File: src/rtl/alu_rs_pkg.sv
// alu_rs_pkg: shared calc-type encodings, tag width and station size defaults
`ifndef INST_TYPE_WIDTH
`define INST_TYPE_WIDTH 6
`endif
`ifndef RS_SIZE
`define RS_SIZE 8
`endif
`ifndef ROB_WIDTH
`define ROB_WIDTH 4
`endif
`ifndef LUI
`define LUI 6'd1
`define AUIPC 6'd2
`define ADD 6'd3
`define ADDI 6'd4
`endif
package alu_rs_pkg;
  localparam int TYPE_W = `INST_TYPE_WIDTH;
  typedef logic [TYPE_W-1:0] itype_t;
  localparam itype_t T_LUI = `LUI;
  localparam itype_t T_AUIPC = `AUIPC;
  localparam itype_t T_ADD = `ADD;
  localparam itype_t T_ADDI = `ADDI;
endpackage

File: src/rtl/rs_pick.sv
// rs_pick: lowest-index priority encoder returning a found bit and the winning index
module rs_pick #(
  parameter int N = 8,
  localparam int W = $clog2(N)
) (
  input  logic [N-1:0] req,
  output logic         found,
  output logic [W-1:0] idx
);
  always_comb begin
    found = |req;
    idx = '0;
    for (int i = N - 1; i >= 0; i--) idx = req[i] ? W'(i) : idx;
  end
endmodule

File: src/rtl/alu_rs.sv
// alu_rs: reservation station holding calc instructions until operands resolve, one dispatch per cycle
module alu_rs
  import alu_rs_pkg::*;
#(
  parameter int RS_SIZE = `RS_SIZE,
  parameter int ROB_WIDTH = `ROB_WIDTH
) (
  input  logic                        clk_in,
  input  logic                        rst_in,
  input  logic                        rdy_in,
  input  logic                        flush_in,
  input  logic                        issue_valid,
  input  logic [`INST_TYPE_WIDTH-1:0] issue_type,
  input  logic [31:0]                 issue_vj,
  input  logic [31:0]                 issue_vk,
  input  logic [ROB_WIDTH-1:0]        issue_qj,
  input  logic [ROB_WIDTH-1:0]        issue_qk,
  input  logic                        issue_rj,
  input  logic                        issue_rk,
  input  logic [31:0]                 issue_imm,
  input  logic [31:0]                 issue_pc,
  input  logic [ROB_WIDTH-1:0]        issue_tag,
  output logic                        rs_full,
  input  logic                        alu_cdb_valid,
  input  logic [ROB_WIDTH-1:0]        alu_cdb_tag,
  input  logic [31:0]                 alu_cdb_val,
  input  logic                        lsb_cdb_valid,
  input  logic [ROB_WIDTH-1:0]        lsb_cdb_tag,
  input  logic [31:0]                 lsb_cdb_val,
  output logic                        alu_valid,
  output logic [`INST_TYPE_WIDTH-1:0] alu_type,
  output logic [31:0]                 alu_a,
  output logic [31:0]                 alu_b,
  output logic [31:0]                 alu_imm,
  output logic [31:0]                 alu_pc,
  output logic [ROB_WIDTH-1:0]        alu_tag
);
  localparam int IW = $clog2(RS_SIZE);
  logic [RS_SIZE-1:0] busy, rj, rk, ready;
  itype_t typ [RS_SIZE];
  logic [31:0] vj [RS_SIZE], vk [RS_SIZE], imm [RS_SIZE], pc [RS_SIZE];
  logic [ROB_WIDTH-1:0] qj [RS_SIZE], qk [RS_SIZE], tag [RS_SIZE];
  logic free_found, sel_found;
  logic [IW-1:0] free_idx, sel_idx;
  logic aj, lj, ak, lk, in_rj, in_rk;
  logic [31:0] in_vj, in_vk;
  assign ready = busy & rj & rk;
  assign rs_full = &busy;
  rs_pick #(.N(RS_SIZE)) u_free (.req(~busy), .found(free_found), .idx(free_idx));
  rs_pick #(.N(RS_SIZE)) u_sel (.req(ready), .found(sel_found), .idx(sel_idx));
  // incoming operands snoop both buses so a same-cycle broadcast is captured
  always_comb begin
    aj = alu_cdb_valid && alu_cdb_tag == issue_qj;
    lj = lsb_cdb_valid && lsb_cdb_tag == issue_qj;
    ak = alu_cdb_valid && alu_cdb_tag == issue_qk;
    lk = lsb_cdb_valid && lsb_cdb_tag == issue_qk;
    in_rj = issue_rj || aj || lj;
    in_rk = issue_rk || ak || lk;
    in_vj = issue_rj ? issue_vj : aj ? alu_cdb_val : lsb_cdb_val;
    in_vk = issue_rk ? issue_vk : ak ? alu_cdb_val : lsb_cdb_val;
  end
  always_ff @(posedge clk_in) begin
    if (rst_in) begin
      busy <= '0;
      alu_valid <= 1'b0;
      alu_type <= '0;
      alu_a <= '0;
      alu_b <= '0;
      alu_imm <= '0;
      alu_pc <= '0;
      alu_tag <= '0;
    end else if (flush_in) begin
      busy <= '0;
      alu_valid <= 1'b0;
    end else if (rdy_in) begin
      for (int i = 0; i < RS_SIZE; i++) begin
        if (busy[i] && !rj[i] && alu_cdb_valid && alu_cdb_tag == qj[i]) begin
          vj[i] <= alu_cdb_val;
          rj[i] <= 1'b1;
        end else if (busy[i] && !rj[i] && lsb_cdb_valid && lsb_cdb_tag == qj[i]) begin
          vj[i] <= lsb_cdb_val;
          rj[i] <= 1'b1;
        end
        if (busy[i] && !rk[i] && alu_cdb_valid && alu_cdb_tag == qk[i]) begin
          vk[i] <= alu_cdb_val;
          rk[i] <= 1'b1;
        end else if (busy[i] && !rk[i] && lsb_cdb_valid && lsb_cdb_tag == qk[i]) begin
          vk[i] <= lsb_cdb_val;
          rk[i] <= 1'b1;
        end
      end
      alu_valid <= sel_found;
      if (sel_found) begin
        alu_type <= typ[sel_idx];
        alu_a <= vj[sel_idx];
        alu_b <= vk[sel_idx];
        alu_imm <= imm[sel_idx];
        alu_pc <= pc[sel_idx];
        alu_tag <= tag[sel_idx];
        busy[sel_idx] <= 1'b0;
      end
      if (issue_valid && free_found) begin
        busy[free_idx] <= 1'b1;
        typ[free_idx] <= issue_type;
        vj[free_idx] <= in_vj;
        vk[free_idx] <= in_vk;
        qj[free_idx] <= issue_qj;
        qk[free_idx] <= issue_qk;
        rj[free_idx] <= in_rj;
        rk[free_idx] <= in_rk;
        imm[free_idx] <= issue_imm;
        pc[free_idx] <= issue_pc;
        tag[free_idx] <= issue_tag;
      end
    end
  end
`ifndef SYNTHESIS
  always_ff @(posedge clk_in)
    assert (rst_in || flush_in || !rdy_in || !(issue_valid && rs_full))
      else $error("alu_rs: issue while rs_full, instruction dropped");
`endif
endmodule
File: config.mk
export PLATFORM = sky130hd
export DESIGN_NAME = alu_rs
export DESIGN_NICKNAME = d
export VERILOG_FILES = /design/src/rtl/alu_rs_pkg.sv /design/src/rtl/rs_pick.sv /design/src/rtl/alu_rs.sv
export SDC_FILE = /design/constraint.sdc
export NUM_CORES = 2
export LEC_CHECK = 0
export ABC_AREA = 1
export CAP_MARGIN = 20
export CORE_MARGIN = 5
export CORE_UTILIZATION = 50
export CTS_BUF_LIST = sky130_fd_sc_hd__clkbuf_16
export DETAILED_ROUTE_END_ITERATION = 10
export GPL_ROUTABILITY_DRIVEN = 0
export PLACE_DENSITY_LB_ADDON = 0.05
export SYNTH_ARGS = -nofsm -noshare
export SYNTH_HDL_FRONTEND = slang
export SYNTH_SLANG_ARGS = --single-unit
File: constraint.sdc
create_clock -name clk_in -period 4.41 [get_ports clk_in]
set_input_delay 0.6615 -clock clk_in [delete_from_list [all_inputs] [get_ports clk_in]]
set_output_delay 0.6615 -clock clk_in [all_outputs]
set_load 0.02 [all_outputs]
======== Word level (Yosys, flattened, before mapping) ========
Memory sizes are Yosys's and may differ from the RTL's. A register that Yosys moved wholly into a read port is not among the register bits.
Index checks and enable logic that the tools add are counted.
word-level totals
  register bits ........................... 25
  memory bits (writable) .................. 1168
  input port bits ......................... 227
  output and inout port bits .............. 140
  logic and storage cells ................. 499
  memories kept ........................... 8
memories
  memory           words  width  rd ports  clocked after memory_dff  write ports  line          text
  imm              8      32     1         1                         1            alu_rs.sv:41  logic [31:0] vj [RS_SIZE], vk [RS_SIZE], imm [RS_SIZE], pc [RS_SIZE];
  pc               8      32     1         1                         1            alu_rs.sv:41
  vj               8      32     1         1                         9            alu_rs.sv:41
  vk               8      32     1         1                         9            alu_rs.sv:41
  typ              8      6      1         1                         1            alu_rs.sv:40  itype_t typ [RS_SIZE];
  qj               8      4      8         0                         1            alu_rs.sv:42  logic [ROB_WIDTH-1:0] qj [RS_SIZE], qk [RS_SIZE], tag [RS_SIZE];
  2 more memories  --     --     --        --                        --           --
cells by class
  $lt $le $gt $ge ......................... 4
  equality and inequality tests ........... 36
  multiplexer cells ....................... 310
  bitwise operators ....................... 24
  reductions and logical operators ........ 113
operators by type and width
  operator            number
  $mux 32             20
  $mux 1              263
  $eq 4x4->1          36
  $logic_and 1x1->1   87
  $mux 8              7
  $mux 3              16
  $and 8x8->8         3
  $bwmux 8            2
  $logic_not 1->1     16
  $not 8->8           2
  $or 1x1->1          16
  $reduce_or 8->1     2
  $lt 3x4->1 const B  2
  $or 8x8->8          1
  $reduce_and 8->1    1
  $demux 1 s3         2
  $ge 3x1->1 const B  2
  $reduce_and 3->1    2
  $logic_or 1x1->1    4
  $not 1->1           2
  $reduce_or 2->1     1

======== Logic depth before layout (Yosys ltp) ========
  depth after elaboration ................. 22
  mapped depth ............................ 15
  depth with buffers taken out ............ 13

======== Hierarchy ========
Synthesis repeated with hierarchy kept, for this count alone.
unflattened totals
  cells, all modules ...................... 7828
  area, all modules ....................... 68744.7 µm²
modules (own cells, without submodules)
  module   instances  cells an instance  area an instance (µm²)  seq. area each (µm²)
  alu_rs   1          7784               68547.0                 38496.9
  rs_pick  2          22                 98.8                    0.0

======== Worst setup path before layout ========
OpenSTA, ideal clock, no wires.
  path kind ............................... input port to flip-flop
  start point ............................. in alu_cdb_tag[1]
  end point ............................... mem vj[4][0] (enable)
  library setup time ...................... 441 ps
  arrival ................................. 3325 ps
  data required time ...................... 3969 ps
  slack ................................... 644 ps
  stages .................................. 7
  buffers on the path ..................... 2
  path through ............................ buf_4 > inv_2 > buf_4 > nor2_1 > nor4_1 > nand3_1 > a31oi_1
RTL lines
  item         line          text
  from (decl)  alu_rs.sv:25  input logic [ROB_WIDTH-1:0] alu_cdb_tag,
  to (decl)    alu_rs.sv:41

======== Worst setup path after layout ========
  start point ............................. reg busy[3]
  end point ............................... reg alu_imm[10] (read register of imm)
between the ends
  longest elaborated chain between the ends .. 6
  elaborated cells on any way between the ends .. 8
  those cells by class .................... 4 x mux; 2 x bitwise; 2 x reduce/logical
ends and longest elaborated chain
  item                               line           text
  from (decl)                        alu_rs.sv:39   logic [RS_SIZE-1:0] busy, rj, rk, ready;
  from (signal assigned)             alu_rs.sv:64   busy <= '0;
  from (signal assigned)             alu_rs.sv:73   busy <= '0;
  from (signal, indexed assignment)  alu_rs.sv:100  busy[sel_idx] <= 1'b0;
  $and 8x8->8 * (2 in a row)         alu_rs.sv:47   assign ready = busy & rj & rk;
  $mux 3 (4 in a row)                rs_pick.sv:13  for (int i = N - 1; i >= 0; i--) idx = req[i] ? W'(i) : idx;
  to (decl)                          alu_rs.sv:34   output logic [31:0] alu_imm,
Every way passes the cells marked *; elsewhere a longest branch is shown, timed or not.
A chain may end at the register's enable or synchronous reset.

==> run_results.csv <==
group,metric,value,unit
clocking,post-cts-setup-buffer-count,0,
clocking,cts_tree,"done",
floorplan,floorplan.io_pins,367,
routing,metal2_wl,118000,µm
floorplan,start_util,50.3,%
synthesis,synth-edff-count,1184,
pwr,cellPowerDensity,354,nW/µm²
placement,place_hpwl,157000,µm
routing,wl_met1,97700,µm
clocking,cts_max_level,4,
synthesis,synth.top_cells.by_area,"edfxtp_1 (51%), nand2_1 (13%), nand3_1 (9.2%)",
clocking,clk-insertion-delay-late,0.81,ns
floorplan,chipHeight,382,µm
finish,finalNonFillerCells,10100,
placement,placement.io_buffers,366,
synthesis,area_leader_netlist,"edfxtp_1",
timing,timing.final.crit_period,3.46,ns
clocking,clock-sinks,1331,
clocking,cts.root.buffer_cell,"clkbuf_16",
routing,wl_met3,31800,µm
global_route,grt-ovfl-total,0,
timing,grt_setup_unrepaired,"no",
timing,final_worst_path_period_share,78.6,%
clocking,clock_tree.buffer_depth,3,
worst_hold_path,hold_path_depth,2,
synthesis,synth-async-reset-ratio,0,%
global_route,grt_antenna_before_repair,16,
synthesis,yosys.cell_count.top_type,"nand2_1",
routing,routedWlPerCell,26.3,µm
routing,antenna_left,0,
floorplan,floorplan.die_area,146000,µm²
finish,sequential_cell_area,38500,µm²
placement,numPlacedInstances,9855,
synthesis,synth.net_count,8380,
timing,timing_hold_violations_final,0,
floorplan,rows,136,
synthesis,post_synth_inst_count,8153,
global_route,first_global_vias,57400,
routing,routed.top_layer,"met5",
worst_setup_path,crit_type,"register to register",
synthesis,synth_cell_area,69200,µm²
floorplan,die_w,382,µm
routing,wl,267000,µm
worst_setup_path,cp-start-kind,"register",
pwr,vdd.ir_drop.worst,0.347,mV
routing,route.vias.total,61100,
finish,layout.filler_cells,12200,
timing,finalClockSkew,0.0286,ns
finish,num-nets-final,8442,
global_route,track_usage,35.4,%
finish,multi_input_comb_area,25300,µm²
timing,finalSetupViolations,0,
synthesis,ys_seq_elements,1331,
pwr,power.static_leakage,33.3,nW
worst_setup_path,timing.critical_path.to_type,"register",
routing,firstDrtPassIters,6,
worst_setup_path,rr_worst_depth,12,
finish,flow.area_growth_from_synthesis,14.9,%
timing,final_setup_tns,0,ns
timing,final_critical_path_setup_slack,0.945,ns
worst_hold_path,timing.hold.worst.class,"register to register",
synthesis,avgSynthCellArea,8.49,µm²
global_route,grt_max_degree,222,
routing,detail_route.drc_violations,0,
placement,post-place-ws,0.696,ns
timing,timing_worst_slew_pin_value,1.30,ns
routing,drt_first_iter_violations,7690,
floorplan,core_region_area,137000,µm²
global_route,global_route_wire_length_before_repair,384000,µm
clocking,post_cts_hold_fix_bufs,0,
routing,post_drt_via_cell_ratio,6.02,
synthesis,area_share_of_the_largest_cell_type_after_synthesis,51.4,%
clocking,clkSlewWorstSetupHoldPaths,0.06,ns
synthesis,postSynth.topFlopCell,"edfxtp_1",
timing,max_transition_viols_final,0,
finish,drive_above_1_share,6.06,%
outcome,outcome,"finished, final reports clean",
worst_setup_path,cp_data_required_time,5.12,ns
synthesis,synth_common_cells,"nand2_1 (2,407), nand3_1 (1,267), edfxtp_1 (1,184)",
worst_setup_path,critPathMaxFanout,20,
flow_run,max-cap-violations,0,
clocking,numCtsBuffers,152,
synthesis,ys_warn_count,0,
synthesis,seq_area_frac_synth,55.6,%
timing,relSlewSlack,13.2,%
worst_setup_path,worst-endpoint-arrival,4.18,ns
clocking,post_cts_resized,0,
timing,timing.fmax,289,MHz
synthesis,synth.distinct_cells,54,
-- routing by layer --
layer,GRT usage (%),vias up
met4,21.7,6
met2,55.1,3916
met1,44.7,28700
met5,0,-
met3,8.99,950
li1,-,27500
-- final cells by class --
| type | count | area share, % |
|---|---|---|
| timing repair buffer | 549 | 7.54 |
| clock inverter | 129 | 1.39 |
| tap | 1794 | 2.82 |
| antenna | 10 | 0.0314 |
| multi-input combinational | 5524 | 31.8 |
| inverter | 657 | 3.16 |
| sequential | 1331 | 48.4 |
| clock buffer | 154 | 4.84 |
-- cells by family after synthesis --
group           share of synthesized area [%]
simple gates                             27.6
compound gates                           7.75
buf+inv                                  8.15
flops                                    55.6
xor+xnor                                0.873
-- critical path, stage by stage (launching register included) --
cell and delay, ns:
dfxtp_1 0.43, nand3_1 0.17, nand2_1 0.24, nor2_4 0.58
inv_1 0.17, nor2_2 0.83, buf_4 0.42, nand2_1 0.08
nand2_1 0.08, nor2_1 0.05, nand3_1 0.07, nand2_1 0.10
a21oi_1 0.15
-- report_power, final --
| part | switching, W | total (W) | internal [W] |
|---|---|---|---|
| clock network | 0.00539 | 0.0127 | 0.00730 |
| registers | 0.0000171 | 0.0138 | 0.0138 |
| logic | 0.00116 | 0.00167 | 0.000513 |
| total | 0.00657 | 0.0281 | 0.0216 |
-- path summary, 6_finish.rpt --
kind / from / endpoint / slack [ns]
worst max-delay path: busy[3] / alu_imm[10] / 0.95
worst min-delay path: alu_valid / alu_valid / 0.52
worst max register to register: busy[3] / alu_imm[10] / 0.95
worst min register to register: alu_valid / alu_valid / 0.52
-- state kept, by name, indices dropped and copies added, names as in the netlist, 48 cells and up --
register  count
pc          256
vj          256
vk          256
imm         256
typ          48
-- per-stage QoR --
stage                     power (W)  util (%)  area (µm²)  hold slack [ns]
final                        0.0281      57.9       79600            0.520
after global routing         0.0289      57.9       79600            0.565
after CTS                    0.0282      57.9       79600            0.529
after detailed placement     0.0157      54.3       74600            0.519
after global placement       0.0156      54.3       74600            0.518
after floorplan              0.0149         -       69200            0.481
-- cell usage in the layout (no fill, tap or decap), types with 147 or more instances in the layout --
cell type	n
o21ai_1	244
nand4_1	147
dfxtp_1	147
inv_1	665
nand3_1	1266
o21ai_0	457
clkdlybuf4s50_1	366
nand2_1	2403
a21oi_1	190
clkbuf_16	154
edfxtp_1	1184
nor2_1	489
(Power assumes the default switching activity.)
